## config.mk

```make
export PLATFORM = sky130hd
export DESIGN_NAME = inst_fetch_unit
export DESIGN_NICKNAME = d
export VERILOG_FILES = /design/src/rtl/inst_fetch_unit.sv
export SDC_FILE = /design/constraint.sdc
export NUM_CORES = 1
export LEC_CHECK = 0
export BUFFER_PORTS_ARGS = -buffer_cell sky130_fd_sc_hd__buf_4
export CAP_MARGIN = 20
export CORE_MARGIN = 2
export CORE_UTILIZATION = 40
export CTS_CLUSTER_SIZE = 16
export DETAILED_ROUTE_END_ITERATION = 6
export PLACE_DENSITY = 0.69
export SLEW_MARGIN = 30
export SYNTH_ARGS = -nofsm -noshare
export SYNTH_HDL_FRONTEND = slang
export SYNTH_SLANG_ARGS = --single-unit
```

## constraint.sdc

```tcl
create_clock -name i_Clk -period 8.95 [get_ports i_Clk]
set_clock_uncertainty 0.2 [all_clocks]
set_input_delay 0.895 -clock i_Clk [delete_from_list [all_inputs] [get_ports i_Clk]]
set_output_delay 0.895 -clock i_Clk [all_outputs]
set_load 0.05 [all_outputs]
```

## src/rtl/inst_fetch_unit.sv

```systemverilog
// Instruction fetch stage: owns the PC, fetches one word per instruction over a
// req/gnt/rvalid port, holds it for decode and advances on a retire pulse.
module inst_fetch_unit #(
  parameter int unsigned            XLEN             = 32,
  parameter int unsigned            INST_WIDTH       = 32,
  parameter logic [XLEN-1:0]        RESET_PC         = 32'h0000_0000,
  parameter logic [INST_WIDTH-1:0]  NOP_INST         = 32'h0000_0013,
  parameter logic [31:0]            RETIRE_CNT_INIT  = 32'h0000_0000
) (
  input  logic                  i_Clk,
  input  logic                  i_Rst,
  output logic                  o_IMemReq,
  output logic [XLEN-1:0]       o_IMemAddr,
  input  logic                  i_IMemGnt,
  input  logic                  i_IMemRvalid,
  input  logic [INST_WIDTH-1:0] i_IMemRdata,
  output logic [INST_WIDTH-1:0] o_Instruction,
  output logic                  o_InstValid,
  output logic [XLEN-1:0]       o_Pc,
  output logic [XLEN-1:0]       o_PcPlus4,
  input  logic                  i_Retire,
  input  logic                  i_Redirect,
  input  logic [XLEN-1:0]       i_TargetPc,
  output logic                  o_Misaligned,
  output logic [31:0]           o_RetireCnt
);

  typedef enum logic [2:0] {
    S_IDLE  = 3'd0,
    S_FETCH = 3'd1,
    S_WAIT  = 3'd2,
    S_HOLD  = 3'd3,
    S_TRAP  = 3'd4
  } state_t;

  state_t                  r_state;
  logic [XLEN-1:0]         r_pc;
  logic [INST_WIDTH-1:0]   r_inst;
  logic                    r_req;
  logic                    r_valid;
  logic                    r_misaligned;
  logic [31:0]             r_retire_cnt;

  logic [XLEN-1:0]         w_pc_plus4;
  logic [XLEN-1:0]         w_next_pc;
  logic                    w_next_misaligned;

  assign w_pc_plus4        = r_pc + XLEN'(4);
  assign w_next_pc         = i_Redirect ? i_TargetPc : w_pc_plus4;
  assign w_next_misaligned = (w_next_pc[1:0] != 2'b00);

  // Outputs come straight from registers updated alongside the state.
  always_ff @(posedge i_Clk or posedge i_Rst) begin
    if (i_Rst) begin
      r_state      <= S_IDLE;
      r_pc         <= RESET_PC;
      r_inst       <= NOP_INST;
      r_req        <= 1'b0;
      r_valid      <= 1'b0;
      r_misaligned <= 1'b0;
      r_retire_cnt <= RETIRE_CNT_INIT;
    end else begin
      case (r_state)
        S_IDLE: begin
          r_state <= S_FETCH;
          r_req   <= 1'b1;
        end
        S_FETCH: begin
          if (i_IMemGnt && i_IMemRvalid) begin
            r_inst  <= i_IMemRdata;
            r_req   <= 1'b0;
            r_valid <= 1'b1;
            r_state <= S_HOLD;
          end else if (i_IMemGnt) begin
            r_req   <= 1'b0;
            r_state <= S_WAIT;
          end
        end
        S_WAIT: begin
          if (i_IMemRvalid) begin
            r_inst  <= i_IMemRdata;
            r_valid <= 1'b1;
            r_state <= S_HOLD;
          end
        end
        S_HOLD: begin
          if (i_Retire) begin
            r_retire_cnt <= r_retire_cnt + 32'd1;
            r_valid      <= 1'b0;
            // A misaligned target is never issued; the PC stays on the faulting instruction.
            if (w_next_misaligned) begin
              r_misaligned <= 1'b1;
              r_state      <= S_TRAP;
            end else begin
              r_pc    <= w_next_pc;
              r_req   <= 1'b1;
              r_state <= S_FETCH;
            end
          end
        end
        S_TRAP: begin
          r_req        <= 1'b0;
          r_valid      <= 1'b0;
          r_misaligned <= 1'b1;
        end
        default: begin
          r_state <= S_IDLE;
          r_req   <= 1'b0;
          r_valid <= 1'b0;
        end
      endcase
    end
  end

  assign o_IMemReq     = r_req;
  assign o_IMemAddr    = r_pc;
  assign o_Instruction = r_inst;
  assign o_InstValid   = r_valid;
  assign o_Pc          = r_pc;
  assign o_PcPlus4     = w_pc_plus4;
  assign o_Misaligned  = r_misaligned;
  assign o_RetireCnt   = r_retire_cnt;

endmodule

```

==> results by group, run 1 <==
Logic synthesis
  • Post-synth net total: ~620
  • Register bit total from synthesis: 102
  • Top post-synthesis cells by area: dfrtp_1, xnor2_1, mux2_2, buf_4, nand2_1
  • Post-synth EDFFs: 0
  • Synth unique cells: 58
  • Seq/Total Area, Yosys: 46.3%
  • Post-synth top area cell: dfrtp_1
  • Synthesized instance count: 545
  • Post-synthesis cell area: 5520 um^2
  • Top-area cell type share of the netlist area: 44.9%
  • Cell with the most instances after synthesis: dfrtp_1
  • Synth top cells by count: dfrtp_1, nand2_1, xnor2_1, buf_4, nor2_1
  • Synth Area per Inst: 10.1 um^2
  • Yosys Warn Count: 0
  • Most used DFF post-synth: dfrtp_1
  • Fraction of registers with async set/reset: 100%

Setup path
  • Worst R2R Start: o_IMemAddr[5]
  • RR Endpoint: o_IMemAddr[27]
  • Critical-path cell list: nand4_4 -> or4_1 -> nor3_4 -> nand2_1 -> xnor2_1 -> buf_4
  • Critical path data arrival time: 2800 ps
  • CP Launch Type: flip-flop
  • Largest stage delay on the critical path: 800 ps
  • Required time of the worst setup path: 7860 ps
  • Flop2flop setup slack: between 6000 and 7000 ps
  • Crit-path leading delay family: simple AND/OR/NAND/NOR gates
  • FF-to-FF path depth: 5
  • Kind of critical path: flip-flop to output pin
  • Worst Path Max Fanout: 9
  • Setup crit end kind: output pin
  • CP max stage cell: or4_1
  • CP Buf/Inv Count: 1

Global routing
  • Total grt overflow: 0
  • Initial antenna violation count: 0
  • Largest net degree at the start of global routing: 64
  • Tot GR Track Use: 20.4%
  • First-pass GRT wire length: ~24000 um
  • Vias in the first global route: between 4k and 5k

Final layout
  • Fill count: 1207
  • Layout cells sized above 1: 41.8%
  • Area grow syn2layout: 35.8%
  • # diodes: 0
  • Final Instance Count excl. Fillers: a little over 900
  • Nets: 801

Routing
  • Via count: 4771
  • Initial DRT Pass Iterations: 4
  • Residual DRC count: 0
  • Antenna viol nets, final: 0
  • WL/cell: 16.6 um
  • Routed WL: 15100 um
  • Starting DRT DRC Count: 249
  • Via density per instance: approximately 5.2

STA
  • Fmax: 257 MHz
  • Setup_tns: 0 ps
  • Unrepaired setup endpoints after global routing: no
  • Worst Tran Pin Value: just under 800 ps
  • Normalized max-slew margin: 48.8%
  • Final Hold Fails: 0
  • Period utilization: around 44%
  • Finish-stage setup viols: 0
  • Fin. max-slew vios: 0
  • Hold_ws: 294 ps
  • Minimum clock period: just under 4000 ps

Floorplan
  • Die height: approximately 120 um
  • Site row count: 42
  • Boundary pin count: 233
  • Die Area: ~15000 um^2
  • Initial core utilization: around two fifths
  • Die Span X: 121 um
  • Core region area: approximately 13000 um^2

Placement
  • GP Congestion: 0.824
  • Inst Count DP: 892
  • IO Port Bufs: ~230
  • Hpwl dp: 11100 um

Clock network
  • CTS Sinks: slightly above 100
  • Clk slew on worst S/H paths: about 70 ps
  • Postcts setup bufs: 0
  • CTS tree: yes
  • Root Buffer Master: clkbuf_16
  • Post-CTS sizing: 0
  • CTS buffer count: 9
  • Hold_buf cts: 0
  • CTS max path bufs: 2
  • Skew-Pair Late Insertion Delay: roughly 350 ps
  • H-tree levels: 3

Pwr
  • Switching pwr: ~1.5 mW
  • Sw Ratio: 53.1%
  • Int Power: 1.37 mW
  • Reg power frac: 27.2%
  • Peak supply drop: 0.000274 V
  • Leakage: 3.45 nW
  • Combinational power share: roughly 59%
  • Power density over the cells: just under 400 nW/um^2
  • Clock Power Share: about 14%

Hold path
  • Min-delay worst type: flip-flop to flip-flop
  • End of the worst hold path: o_RetireCnt[26]
  • WHS Path Cells: 1
  • Worst Hold Launch: o_RetireCnt[26]

Flow run
  • Max Cap Viol: 0

Outcome
  • Outcome: finished, final reports clean
## worst max path at each step
stage | end | from | slack, ps | cells after the start
2_1_floorplan | o_PcPlus4[29] | o_IMemAddr[5] | 4930 | 7
3_3_place_gp | o_PcPlus4[29] | o_IMemAddr[5] | 5480 | 6
3_5_place_dp | o_PcPlus4[29] | o_IMemAddr[9] | 5450 | 6
4_1_cts | o_PcPlus4[29] | o_IMemAddr[5] | 5050 | 6
5_1_grt | o_PcPlus4[29] | o_IMemAddr[9] | 4820 | 6
6_report | o_PcPlus4[29] | o_IMemAddr[5] | 5050 | 6
## placed cells by master (no fill, tap or decap), drive strengths merged, types with 4 or more instances in the layout
master and instances:
a211oi 4, nor3 17, a31oi 4, xnor2 45
a2bb2oi 6, nand2 48, nand4 18, dfrtp 99
o21ai 14, buf 236, inv 16, or3 8
nor2 33, o22ai 4, and3 13, nor4 6
nand3 30, clkbuf 11, or2 4, mux2 34
o21a 4, xor2 14, a21oi 20
## kinds of logic (layout without fill, tap and decap cells)
group	after synthesis	in the layout	share of synthesized area, %
simple gates	194	194	19.4
flops	102	102	46.3
buf+inv	76	265	7.80
compound gates	75	75	9.16
xor+xnor	59	59	9.36
mux	37	37	7.48
fa+ha+maj	2	2	0.453
## state kept, by name, summed over array words and instances, names as in the netlist
name           flops
o_InstValid        1
o_Instruction     32
r_state            3
o_RetireCnt       32
o_IMemReq          1
o_Misaligned       1
o_IMemAddr        32
## stage by stage
step           setup slack, ps  area, um^2  util, %  power (mW)
3_3_place_gp              5480        7130     53.4        2.49
3_5_place_dp              5450        7160     53.7        2.52
4_1_cts                   5050        7470     56.0        2.93
5_1_grt                   4820        7490     56.1        3.05
6_report                  5050        7490     56.1        2.92
2_1_floorplan             4930        5520        -        2.06
## routing by layer
| metal | wire, um | up-vias | GRT usage, % |
|---|---|---|---|
| li1 | - | 2248 | - |
| met5 | 0 | - | 0 |
| met3 | 1040 | 16 | 3.90 |
| met1 | 6290 | 2326 | 25.8 |
| met2 | 7420 | 181 | 34.3 |
| met4 | 309 | 0 | 8.19 |
## cell type report
type / count / area, um^2 / area share [%]
multi-input cells: 367 / 2560 / 34.1
flip-flops and latches: 102 / 2560 / 34.1
repair buffers: 236 / 1800 / 24.1
clock buffers: 11 / 243 / 3.24
well taps: 176 / 220 / 2.94
clock inverters: 5 / 63.8 / 0.851
inverters: 13 / 51.3 / 0.684
## power groups by stage
stage | registers, mW | clock network (mW) | logic, mW
finish | 0.792 | 0.404 | 1.72
global route | 0.820 | 0.435 | 1.79
CTS | 0.793 | 0.416 | 1.73
detailed placement | 0.800 | 0 | 1.72
global placement | 0.786 | 0 | 1.71
floorplan | 1.24 | 0 | 0.819
Power figures use the tool's default switching activity.
==> inputs of run 2 (changes only) <==
Clock period 8.95 ns to 4 ns, I/O delays scaled along.
==> results by group, run 2 (synthesized netlist as in run 1, its figures left out) <==
Outcome
  • Outcome: finished, final reports clean

Pwr
  • Power density over the cells: 871 nW/um^2 (+120%)
  • Leakage: 3.45 nW (about the same)
  • Peak supply drop: 0.000727 V (+170%)

Clock network
  • CTS max path bufs: 2 (unchanged)
  • Clk slew on worst S/H paths: 70 ps (about the same)
  • Skew-Pair Late Insertion Delay: 340 ps (about the same)
  • Root Buffer Master: clkbuf_16
  • Hold_buf cts: 0 (unchanged)
  • H-tree levels: 3 (unchanged)
  • Post-CTS sizing: 0 (unchanged)
  • CTS Sinks: 102 (unchanged)
  • CTS tree: yes
  • CTS buffer count: 9 (unchanged)
  • Postcts setup bufs: 0 (unchanged)

STA
  • Minimum clock period: 3410 ps
  • Worst Tran Pin Value: 852 ps (+83.3 ps)
  • Setup_tns: 0 ps (unchanged)
  • Finish-stage setup viols: 0 (unchanged)
  • Period utilization: between 80% and 90%
  • Fin. max-slew vios: 0 (unchanged)
  • Final Hold Fails: 0 (unchanged)
  • Unrepaired setup endpoints after global routing: no
  • Normalized max-slew margin: 43.2% (-5.6 points)
  • Fmax: between 200 and 300 MHz

Global routing
  • Largest net degree at the start of global routing: 68 (+6.3%)
  • Vias in the first global route: 4653 (+1.7%)
  • Total grt overflow: 0 (unchanged)
  • First-pass GRT wire length: 23500 um (-0.50%)
  • Tot GR Track Use: 20.3% (-0.13 points)
  • Initial antenna violation count: 0 (unchanged)

Setup path
  • Worst Path Max Fanout: 9 (unchanged)
  • Critical path data arrival time: 2810 ps (about the same)
  • CP Launch Type: flip-flop
  • Required time of the worst setup path: 3400 ps (-4460 ps)
  • Kind of critical path: flip-flop to output pin
  • Setup crit end kind: output pin

Final layout
  • Nets: 803 (+0.25%)
  • Area grow syn2layout: 35.7% (about the same)
  • # diodes: 0 (unchanged)
  • Layout cells sized above 1: 41.7% (-0.11 points)
  • Most frequent cells in the layout: buf_4, dfrtp_1, nand2_1, xnor2_1, nor2_1
  • Post-layout util: 56.1% (about the same)
  • Commonest non-fill, non-tap cell in the layout: buf_4

Routing
  • Via density per instance: 5.27 (+0.43%)
  • Starting DRT DRC Count: 260 (+4.4%)
  • WL/cell: 16.7 um (+0.91%)
  • WL met2: 7370 um (-0.66%)
  • Via count: 4802 (+0.65%)
  • Antenna viol nets, final: 0 (unchanged)
  • Routed WL: 15200 um (+1.1%)
  • Initial DRT Pass Iterations: 5 (+1)
  • Uppermost routed layer: met4
  • Residual DRC count: 0 (unchanged)
  • WL met1: 6350 um (+0.99%)
  • DR WL met3: 1100 um (+5.7%)

Placement
  • Hpwl dp: 11200 um (+1.1%)
  • GP Congestion: 0.892 (+8.3%)
  • IO Port Bufs: 232 (unchanged)

Floorplan
  • Die height: 121 um (unchanged)
  • Die Span X: 121 um (unchanged)
  • Initial core utilization: 41.4% (unchanged)
  • Boundary pin count: 233 (unchanged)
  • Core region area: 13300 um^2 (unchanged)
  • Die Area: 14800 um^2 (unchanged)
  • Site row count: 42 (unchanged)

Flow run
  • Max Cap Viol: 0 (unchanged)

Hold path
  • Min-delay worst type: primary input to asynchronous set/reset pin
run 2: cell count changes in the layout (fill, tap and decap cells not counted):
cell / before / now
inv_6: 3 / 1
o21a_2: 1 / 0
buf_8: 1 / 0
buf_6: 1 / 0
clkinv_4: 0 / 1
buf_4: 233 / 237
clkbuf_1: 1 / 2
o21a_1: 3 / 4
run 2: worst paths after layout:
path / from / endpoint / slack (ps) / depth (start not counted)
max: o_IMemAddr[5] / o_PcPlus4[29] / 590 / 6
min reg2reg: o_RetireCnt[31] / o_RetireCnt[31] / 280 / 1
max in group asynchronous: i_Rst / o_IMemAddr[0] / 2770 / 3
min: i_Rst / o_Instruction[25] / 40 / 2
min in group i_Clk: i_IMemRdata[21] / o_Instruction[21] / 70 / 2
max reg2reg: o_IMemAddr[5] / o_IMemAddr[27] / 1330 / 5
run 2: routing by layer:
| layer | track usage (%) | up-vias |
|---|---|---|
| li1 | - | 2258 |
| met1 | 25.5 | 2313 |
| met2 | 34.2 | 204 |
| met3 | 3.57 | 27 |
| met4 | 8.76 | 0 |
| met5 | 0 | - |
run 2: final cells by class:
type / instances / area (um^2)
multi-input cells: 367 / 2560
clock inverters: 4 / 55.1
clock buffers: 12 / 246
inverters: 13 / 51.3
flip-flops and latches: 102 / 2560
well taps: 176 / 220
repair buffers: 238 / 1810
fillers: 1229 / 5860
run 2: per-stage QoR:
stage                     instances  setup slack (ps)  power (mW)  cell area, um^2  hold slack [ps]
after floorplan                 545               472        4.60             5520              283
after global placement          895              1050        5.60             7160              264
after detailed placement        895               999        5.64             7160              270
after CTS                       911               596        6.55             7460             58.9
after global routing            912               458        6.80             7490             59.5
final                           912               590        6.52             7490             42.2
run 2: where the power goes:
group / internal (mW) / switching, mW
Clock: 0.506 / 0.385
Sequential: 1.37 / 0.414
Combinational: 1.18 / 2.66
Total: 3.06 / 3.46
run 2: worst max-delay path, cell delays in order (launching register included):
cell	delay [ps]
dfrtp_1	540
nand4_4	180
or4_1	800
nor3_4	390
nand2_1	110
xnor2_1	200
buf_4	230
